--- config.mk ---
export PLATFORM = sky130hd
export DESIGN_NAME = snake_renderer
export DESIGN_NICKNAME = d
export VERILOG_FILES = /design/src/rtl/snake_pkg.sv /design/src/rtl/snake_scan_counter.sv /design/src/rtl/snake_renderer.sv
export SDC_FILE = /design/constraint.sdc
export NUM_CORES = 1
export LEC_CHECK = 0
export CORE_MARGIN = 2
export CORE_UTILIZATION = 43
export DETAILED_ROUTE_END_ITERATION = 16
export PLACE_DENSITY = 0.9
export REMOVE_ABC_BUFFERS = 1
export SYNTH_ARGS = -nofsm -noshare
export SYNTH_HDL_FRONTEND = slang
export SYNTH_SLANG_ARGS = --single-unit
--- constraint.sdc ---
create_clock -name clock -period 2 [get_ports clock]
set_input_delay 0.5 -clock clock [delete_from_list [all_inputs] [get_ports clock]]
set_output_delay 0.5 -clock clock [all_outputs]
set_load 0.03 [all_outputs]
--- src/rtl/snake_pkg.sv ---
// Shared definitions for the snake game datapath: screen geometry, colours,
// renderer states and the movement direction encoding.
package snake_pkg;

  localparam logic [7:0] SCREEN_W = 8'd160;
  localparam logic [7:0] SCREEN_H = 8'd120;

  localparam logic [2:0] HEAD_COLOUR = 3'b110;
  localparam logic [2:0] BODY_COLOUR = 3'b010;
  localparam logic [2:0] BG_COLOUR   = 3'b000;

  typedef enum logic [1:0] {
    DIR_UP    = 2'b00,
    DIR_RIGHT = 2'b01,
    DIR_LEFT  = 2'b10,
    DIR_DOWN  = 2'b11
  } dir_t;

  typedef enum logic [2:0] {
    ST_INIT_DRAW,
    ST_IDLE,
    ST_ERASE,
    ST_MOVE,
    ST_SETTLE,
    ST_DRAW,
    ST_DONE
  } rstate_t;

  // Also rejects coordinates that wrapped below zero to 255.
  function automatic logic on_screen(input logic [7:0] x, input logic [7:0] y);
    return (x < SCREEN_W) && (y < SCREEN_H);
  endfunction

endpackage

--- src/rtl/snake_scan_counter.sv ---
// Segment index walker shared by the erase and draw scans: counts up while
// advancing and flags the cycle that ends the scan.
module snake_scan_counter #(
  parameter int MAX_LEN = 100,
  parameter int IDX_W   = 7
) (
  input  logic             clock,
  input  logic             resetn,
  input  logic             advance,
  input  logic             seg_valid,
  output logic [IDX_W-1:0] j,
  output logic             last_idx
);

  logic [IDX_W-1:0] j_q, j_d;

  // Ends on the first invalid slot or on the final slot of the array.
  assign last_idx = advance && (!seg_valid || (j_q == IDX_W'(MAX_LEN - 1)));
  assign j        = j_q;

  // NOTE: every always_comb output gets a value on every path, so no latch is inferred.
  always_comb begin
    j_d = '0;
    if (advance && !last_idx) j_d = j_q + 1'b1;
  end

  // NOTE: state flops use non-blocking assignments so all flops update together at the edge.
  always_ff @(posedge clock) begin
    if (!resetn) j_q <= '0;
    else         j_q <= j_d;
  end

endmodule

--- src/rtl/snake_renderer.sv ---
// Turns the snake body store into frame-buffer pixel writes: erase old snake,
// pulse move, then draw the new snake, once per game step.
module snake_renderer
  import snake_pkg::*;
#(
  parameter int MAX_LEN = 100,
  parameter int IDX_W   = 7
) (
  input  logic             clock,
  input  logic             resetn,
  input  logic             frame_tick,
  input  logic             endgame,
  input  logic [7:0]       seg_x,
  input  logic [7:0]       seg_y,
  input  logic             seg_valid,
  output logic [IDX_W-1:0] j,
  output logic             move,
  output logic [7:0]       vga_x,
  output logic [6:0]       vga_y,
  output logic [2:0]       vga_colour,
  output logic             vga_plot,
  output logic             busy,
  output logic             done
);

  rstate_t    state_q, state_d;
  logic       pending_q, pending_d;
  logic       scanning, last_idx;
  logic       plot_q, plot_d;
  logic [7:0] x_q, x_d;
  logic [6:0] y_q, y_d;
  logic [2:0] colour_q, colour_d;

  snake_scan_counter #(
    .MAX_LEN (MAX_LEN),
    .IDX_W   (IDX_W)
  ) u_scan (
    .clock     (clock),
    .resetn    (resetn),
    .advance   (scanning),
    .seg_valid (seg_valid),
    .j         (j),
    .last_idx  (last_idx)
  );

  always_ff @(posedge clock) begin
    if (!resetn) begin
      state_q   <= ST_INIT_DRAW;
      pending_q <= 1'b0;
      plot_q    <= 1'b0;
      x_q       <= '0;
      y_q       <= '0;
      colour_q  <= BG_COLOUR;
    end else begin
      state_q   <= state_d;
      pending_q <= pending_d;
      plot_q    <= plot_d;
      x_q       <= x_d;
      y_q       <= y_d;
      colour_q  <= colour_d;
    end
  end

  always_comb begin
    state_d   = state_q;
    pending_d = pending_q;
    case (state_q)
      ST_INIT_DRAW: if (last_idx) state_d = ST_DONE;
      ST_IDLE: begin
        pending_d = 1'b0;
        if (!endgame && (frame_tick || pending_q)) state_d = ST_ERASE;
      end
      ST_ERASE:  if (last_idx) state_d = ST_MOVE;
      ST_MOVE:   state_d = ST_SETTLE;
      ST_SETTLE: state_d = ST_DRAW;
      ST_DRAW:   if (last_idx) state_d = ST_DONE;
      ST_DONE:   state_d = ST_IDLE;
      default:   state_d = ST_INIT_DRAW;
    endcase
    // One-deep request buffer for ticks that arrive mid-step.
    if (state_q != ST_IDLE && frame_tick) pending_d = 1'b1;
  end

  always_comb begin
    scanning = (state_q == ST_INIT_DRAW) || (state_q == ST_ERASE) || (state_q == ST_DRAW);
    move     = (state_q == ST_MOVE);
    done     = (state_q == ST_DONE);
    busy     = (state_q != ST_IDLE);
  end

  // Pixel register: the body store answers this cycle, the write lands next cycle.
  always_comb begin
    plot_d   = scanning && seg_valid && on_screen(seg_x, seg_y);
    x_d      = x_q;
    y_d      = y_q;
    colour_d = colour_q;
    if (plot_d) begin
      x_d = seg_x;
      y_d = seg_y[6:0];
      if (state_q == ST_ERASE) colour_d = BG_COLOUR;
      else if (j == '0)        colour_d = HEAD_COLOUR;
      else                     colour_d = BODY_COLOUR;
    end
  end

  assign vga_plot   = plot_q;
  assign vga_x      = x_q;
  assign vga_y      = y_q;
  assign vga_colour = colour_q;

endmodule

==> parameters.txt, run 1 <==
Parameter                              Value

Run status
  Status    complete, no violations

Timing
  Setup repair after global routing missed its margin    false
  Number of max-slew violations in the final report    0
  Post-route worst setup slack    about 75 ps
  Count of final setup violators    0
  Post-route clock period utilization    0.9625
  Shortest clock period the worst path allows after layout    slightly below 2000 ps
  Fmax    0.5195 GHz
  Hold violation total from the final report    0
  Setup Skew    13.44 ps
  Setup tns final    0 ps

Critical path
  Data required, critical path    about 1500 ps
  Critical Path End Type    primary output
  Critical path fanouts, max    4
  Slowest library cell on the worst path    clkdlybuf4s50_1
  Worst Setup Start Kind    flip-flop
  Longest individual stage delay on the worst path    a little over 700 ps
  Critical setup path kind    flip-flop to primary output
  Critical path's top delay family    buffers and inverters
  Crit-path cells    clkdlybuf4s50_1
  Worst path buffer plus inverter count    1
  Arrival @ worst endpoint    approximately 1400 ps

Global route
  Vias in the first global route    between 1k and 1.5k
  First-pass GRT wire length    between 4 and 5 mm
  Total grt overflow    0
  Total GRT Usage    0.1892
  Number of antenna violations at the first check in global routing    0
  Maximum number of pins on one net before global-route repair    34

Detailed routing
  Number of iterations in the first detailed-routing pass    4
  DRC violations left    0
  Detailed-route wire length per cell    13.42 um
  Vias per inst    5.263
  Total vias in the final route    around 1.2k
  Residual antenna-violating net count after detailed routing    0
  Count of routing violations after the opening detailed-route iteration    29
  Drt total wl    roughly 3 mm

Placed design
  Final estimated routing congestion in global placement    roughly 0.76
  HPWL reported at the end of detailed placement    approximately 2.3 mm
  Port-buffer cells    48
  Pre-CTS setup slack    roughly 76 ps

Floorplan
  Height of the chip    between 50 and 60 um
  Initial Utilization    0.4588
  Number of cell rows    19
  Placeable core region    between 2000 and 3000 um2
  Width of the chip    just under 60 um
  I/O pin count    50
  Total die area    roughly 3400 um2

Clocking
  Hold Buf Count CTS    0
  Total clock buffers created by CTS    5
  Clock Latency Late Sink    approximately 320 ps
  Post-cts sizing count    3
  Number of H-tree levels    2
  Clock sink total    29
  Root Buffer    clkbuf_4
  CTS tree    done
  Clock transition at the registers of the reported paths    80 ps
  Max Root-Sink Buffers    2
  Setup repair bufs after CTS    0

Synthesis
  Yosys warnings    0
  Fraction of synthesized area in multiplexers    0.1020
  Top area cells in the synthesized netlist    dfxtp_1 (45%), mux2i_1 (10%), nand2_1 (8.2%)
  Number of distinct library cells after synthesis    35
  Simple-Gate Fraction of Synth Area    0.2010
  Compound-gate portion of the synthesized area    0.1382
  Ys async rst share    0
  Number of synthesized flops with an enable pin    0
  Synth Instances    between 100 and 150
  Mean instance size in the synthesized netlist    about 9 um2
  Primary flip-flop cell chosen by synthesis mapping    dfxtp_1
  Flop and latch count out of synthesis    29
  Post-Syn Area    ~1300 um2
  Yosys top cell area share    0.4549
  Share of the synthesized netlist area taken by xor and xnor gates    0.03431
  Largest family of logic cells by synthesized area    simple AND/OR/NAND/NOR gates
  Adder and majority gate portion of the synthesized area    0.01961
  Sequential area share after synthesis    0.4549
  Cell type contributing the most total cell area after synthesis    dfxtp_1

Pwr
  Leakage power    0.0007640 uW
  Worst voltage drop across the vdd grid    approximately 640 uV
  Clock Power Share    0.223
  Part of the total power dissipated in sequential elements    0.493
  Power density relative to cell area    about 730 nW/um2
  Share of total power consumed by net switching    0.3204
  Switch Pwr    about 440 uW
  Part of the power in combinational logic    0.284
  Design internal power    approximately 900 uW

Finish
  Total Nets Final    roughly 220
  Combined area of the multi-input logic cells    roughly 640 um2
  Number of fill cells    approximately 240
  Share of cells above drive strength 1    0.1036
  Antenna fix cells    0
  Final standard cell utilization of the core    0.6671
  Sequential cell area    roughly 580 um2
  Area delta synth->final    45.39%

Worst hold path
  Hold Path Class    flip-flop to flip-flop

Job
  Maximum Capacitance Violations    0
-- registers in the layout (all words and copies together) (netlist names) --
name / flops
vga_x: 8
u_scan.j: 7
vga_y: 7
state_q: 3
vga_colour: 2
pending_q: 1
vga_plot: 1
-- Yosys cell counts, drive strengths merged, types with 2 or more instances --
library cell and number:
dfxtp 29, nand2 28, mux2i 13, nor2 12
inv 6, nor3 6, clkbuf 4, nand3 4
a21o 3, o21ai 3, o221a 3, xnor2 3
a21oi 2, buf 2, ha 2, nor3b 2
o21a 2, xor2 2
-- tightest hold or removal path, stage by stage, from the launching register on --
cell,delay [ps]
dfxtp_1,310
nand2_1,50
mux2i_1,50
-- power groups by stage --
stage                     Clock, uW  Sequential (uW)  Combinational, uW
after global routing            338              677                421
after detailed placement          0              679                392
after global placement            0              674                382
final                           303              670                387
after floorplan                   0              724                170
after CTS                       313              666                389
-- final cells by class --
type | instances | area share
multi-input cells | 99 | 0.3452
well taps | 31 | 0.02090
clock buffers | 5 | 0.02023
flip-flops and latches | 29 | 0.3136
inverters | 6 | 0.01214
clock inverters | 1 | 0.002697
repair buffers | 53 | 0.2852
-- final timing paths --
check	startpoint	endpoint	slack, ps	cells past startpoint
worst max-delay path	u_scan.j[6]	j[6]	70	1
worst max register to register	state_q[2]	vga_y[3]	510	5
worst min register to register	vga_y[5]	vga_y[5]	460	2
worst min-delay path	vga_y[5]	vga_y[5]	460	2
-- cells in the final DEF (no fill, tap or decap), types with 2 or more instances in the layout --
master / count
clkdlybuf4s50_1: 41
nand2_1: 28
dfxtp_1: 28
mux2i_1: 13
nor2_1: 12
inv_1: 6
nor3_1: 5
clkbuf_4: 5
nand3_1: 4
dlymetal6s2s_1: 4
buf_4: 4
xnor2_1: 3
a21o_1: 3
o221a_2: 3
o21a_1: 2
xor2_1: 2
o21ai_0: 2
a21oi_1: 2
ha_1: 2
clkbuf_2: 2
-- cells by family after synthesis --
| logic type | Yosys count |
|---|---|
| simple gates | 56 |
| compound gates | 22 |
| xor+xnor | 5 |
| buf+inv | 12 |
| mux | 13 |
| flops | 29 |
| fa+ha+maj | 2 |
| other cells | 1 |
-- per-stage QoR --
step	instance area, um2	total power, uW	cells	hold WS (ps)
floorplan	1239	893.7	134	474.4
global placement	1808	1056	218	444.2
detailed placement	1808	1072	218	454.0
CTS	1847	1367	224	465.6
global route	1856	1436	224	487.8
finish	1856	1360	224	463.5
-- metal layers --
| metal | wire length (um) | up-vias | share of wire | track usage |
|---|---|---|---|---|
| li1 | - | 589 | - | - |
| met1 | 1167 | 538 | 0.39 | 0.1972 |
| met2 | 1510 | 47 | 0.50 | 0.3274 |
| met3 | 288 | 5 | 0.096 | 0.09451 |
| met4 | 41 | 0 | 0.014 | 0.06645 |
| met5 | 0 | - | 0 | 0 |
Note: power is estimated with default switching activity, not from simulation.
==> run 2: changes to the inputs <==
--- a/config.mk
+++ b/config.mk
@@ -6,9 +6,9 @@
 export NUM_CORES = 1
 export LEC_CHECK = 0
 export CORE_MARGIN = 2
-export CORE_UTILIZATION = 43
+export CORE_UTILIZATION = 30
 export DETAILED_ROUTE_END_ITERATION = 16
-export PLACE_DENSITY = 0.9
+export PLACE_DENSITY = 0.55
 export REMOVE_ABC_BUFFERS = 1
 export SYNTH_ARGS = -nofsm -noshare
 export SYNTH_HDL_FRONTEND = slang
==> parameters.txt, run 2 (synthesized netlist as in run 1, its figures left out) <==
Parameter                              Value

Global route
  Number of antenna violations at the first check in global routing    0 (unchanged)
  Total GRT Usage    0.1376 (-0.05162)
  Maximum number of pins on one net before global-route repair    26 (-24%)
  Vias in the first global route    1188 (+2.2%)
  Total grt overflow    0 (unchanged)
  First-pass GRT wire length    5.313 mm (+8.0%)

Finish
  Area delta synth->final    50.78%
  Antenna fix cells    0 (unchanged)
  Commonest cells after routing, fill and taps aside    clkdlybuf4s50_1 (45), dfxtp_1 (29), nand2_1 (28)
  Flip-flop count of the largest register after layout    8 (unchanged)
  Number of fill cells    405 (+69%)
  Share of cells above drive strength 1    0.09278 (-0.01084)
  Most common library cell in the layout ignoring fill and taps    clkdlybuf4s50_1
  Total Nets Final    216 (-0.46%)

Clocking
  Number of H-tree levels    2 (unchanged)
  Clock transition at the registers of the reported paths    70 ps (about the same)
  Max Root-Sink Buffers    2 (unchanged)
  Setup repair bufs after CTS    0 (unchanged)
  Post-cts sizing count    3 (unchanged)
  Total clock buffers created by CTS    5 (unchanged)
  Root Buffer    clkbuf_8
  CTS tree    done
  Clock sink total    29 (unchanged)
  Hold Buf Count CTS    0 (unchanged)
  Clock Latency Late Sink    280 ps (-40 ps)

Timing
  Shortest clock period the worst path allows after layout    1927 ps (+2.319 ps)
  Post-route clock period utilization    0.9637 (+0.001160)
  Hold violation total from the final report    0 (unchanged)
  Number of max-slew violations in the final report    0 (unchanged)
  Post-route worst setup slack    72.66 ps (-2.319 ps)
  Setup repair after global routing missed its margin    false
  Fmax    0.5188 GHz (-0.12%)
  Count of final setup violators    0 (unchanged)
  Setup Skew    9.169 ps (-4.273 ps)
  Setup tns final    0 ps (unchanged)

Placed design
  HPWL reported at the end of detailed placement    2.294 mm (-0.13%)
  Final estimated routing congestion in global placement    0.7808 (+2.6%)
  Pre-CTS setup slack    77.17 ps (+0.9938 ps)
  Port-buffer cells    48 (unchanged)

Floorplan
  Height of the chip    69.23 um (+18%)
  Initial Utilization    0.3145 (-0.1443)
  Number of cell rows    23 (+4)
  Placeable core region    4058 um2 (+46%)
  Width of the chip    69.23 um (+18%)
  I/O pin count    50 (unchanged)
  Total die area    4792 um2 (+40%)

Pwr
  Worst voltage drop across the vdd grid    400.1 uV (-37%)
  Leakage power    0.0007128 uW (-6.7%)
  Power density relative to cell area    790.0 nW/um2 (+7.8%)

Critical path
  Critical Path End Type    primary output
  Longest individual stage delay on the worst path    710 ps (about the same)
  Crit-path cells    clkdlybuf4s50_1
  Critical path fanouts, max    6 (+2)
  Critical setup path kind    flip-flop to primary output
  Slowest library cell on the worst path    clkdlybuf4s50_1
  Data required, critical path    1500 ps (about the same)
  Critical path's top delay family    buffers and inverters
  Worst path buffer plus inverter count    1 (unchanged)
  Worst Setup Start Kind    flip-flop
  Arrival @ worst endpoint    1430 ps (about the same)

Worst hold path
  Hold Path Class    flip-flop to flip-flop

Detailed routing
  Detailed-route wire length per cell    12.61 um (-6.0%)
  DRC violations left    0 (unchanged)
  Vias per inst    4.791 (-9.0%)
  Residual antenna-violating net count after detailed routing    0 (unchanged)
  Total vias in the final route    1169 (-0.85%)
  Count of routing violations after the opening detailed-route iteration    45 (+55%)
  Number of iterations in the first detailed-routing pass    5 (+1)
  Drt total wl    3.078 mm (+2.4%)

Job
  Maximum Capacitance Violations    0 (unchanged)

Run status
  Status    complete, no violations
run 2: cell types whose count changed in the layout (fill, tap and decap cells not counted), sizes merged:
cell | before | now
dlymetal6s2s | 4 | 0
clkinvlp | 0 | 1
clkdlybuf4s50 | 41 | 45
dlygate4sd2 | 1 | 3
clkbuf | 7 | 5
clkinv | 1 | 2
buf | 5 | 4
run 2: routing by layer:
metal	vias to the layer above	share of wire	track usage
met4	0	0.015	0.06536
li1	586	-	-
met2	36	0.47	0.2297
met1	542	0.44	0.1529
met5	-	0	0
met3	5	0.075	0.05378
run 2: path summary, 6_finish.rpt:
kind                                 end         from  slack (ps)  cells after the start
worst max-delay path                j[2]  u_scan.j[2]          70                      1
worst min-delay path            vga_y[4]     vga_y[4]         460                      2
worst max register to register  vga_x[3]   state_q[2]         530                      5
worst min register to register  vga_y[4]     vga_y[4]         460                      2
run 2: layout make-up:
type                       count  area, um2  share of cell area
timing repair buffer          52      531.8              0.2763
clock buffer                   5      68.82             0.03576
inverter                       6      22.52             0.01170
multi-input combinational     99      640.6              0.3329
tap                           50      62.56             0.03251
clock inverter                 3      17.52            0.009103
sequential                    29      580.6              0.3017
run 2: power breakdown:
part	leakage, uW	internal, uW	total [uW]	switching, uW
combinational	0.000433	182	388	206
sequential	0.000236	624	668	44.2
clock	0.0000439	239	464	225
total	0.000713	1050	1520	475
run 2: per-stage QoR:
stage,util,power (uW),area [um2],hold slack [ps],cells
after global routing,0.4743,1610,1924,483.5,244
final,0.4743,1520,1924,458.4,244
after floorplan,-,893.7,1239,474.4,134
after detailed placement,0.4527,1074,1837,450.5,236
after CTS,0.4730,1543,1919,462.1,244
after global placement,0.4527,1068,1837,444.5,236
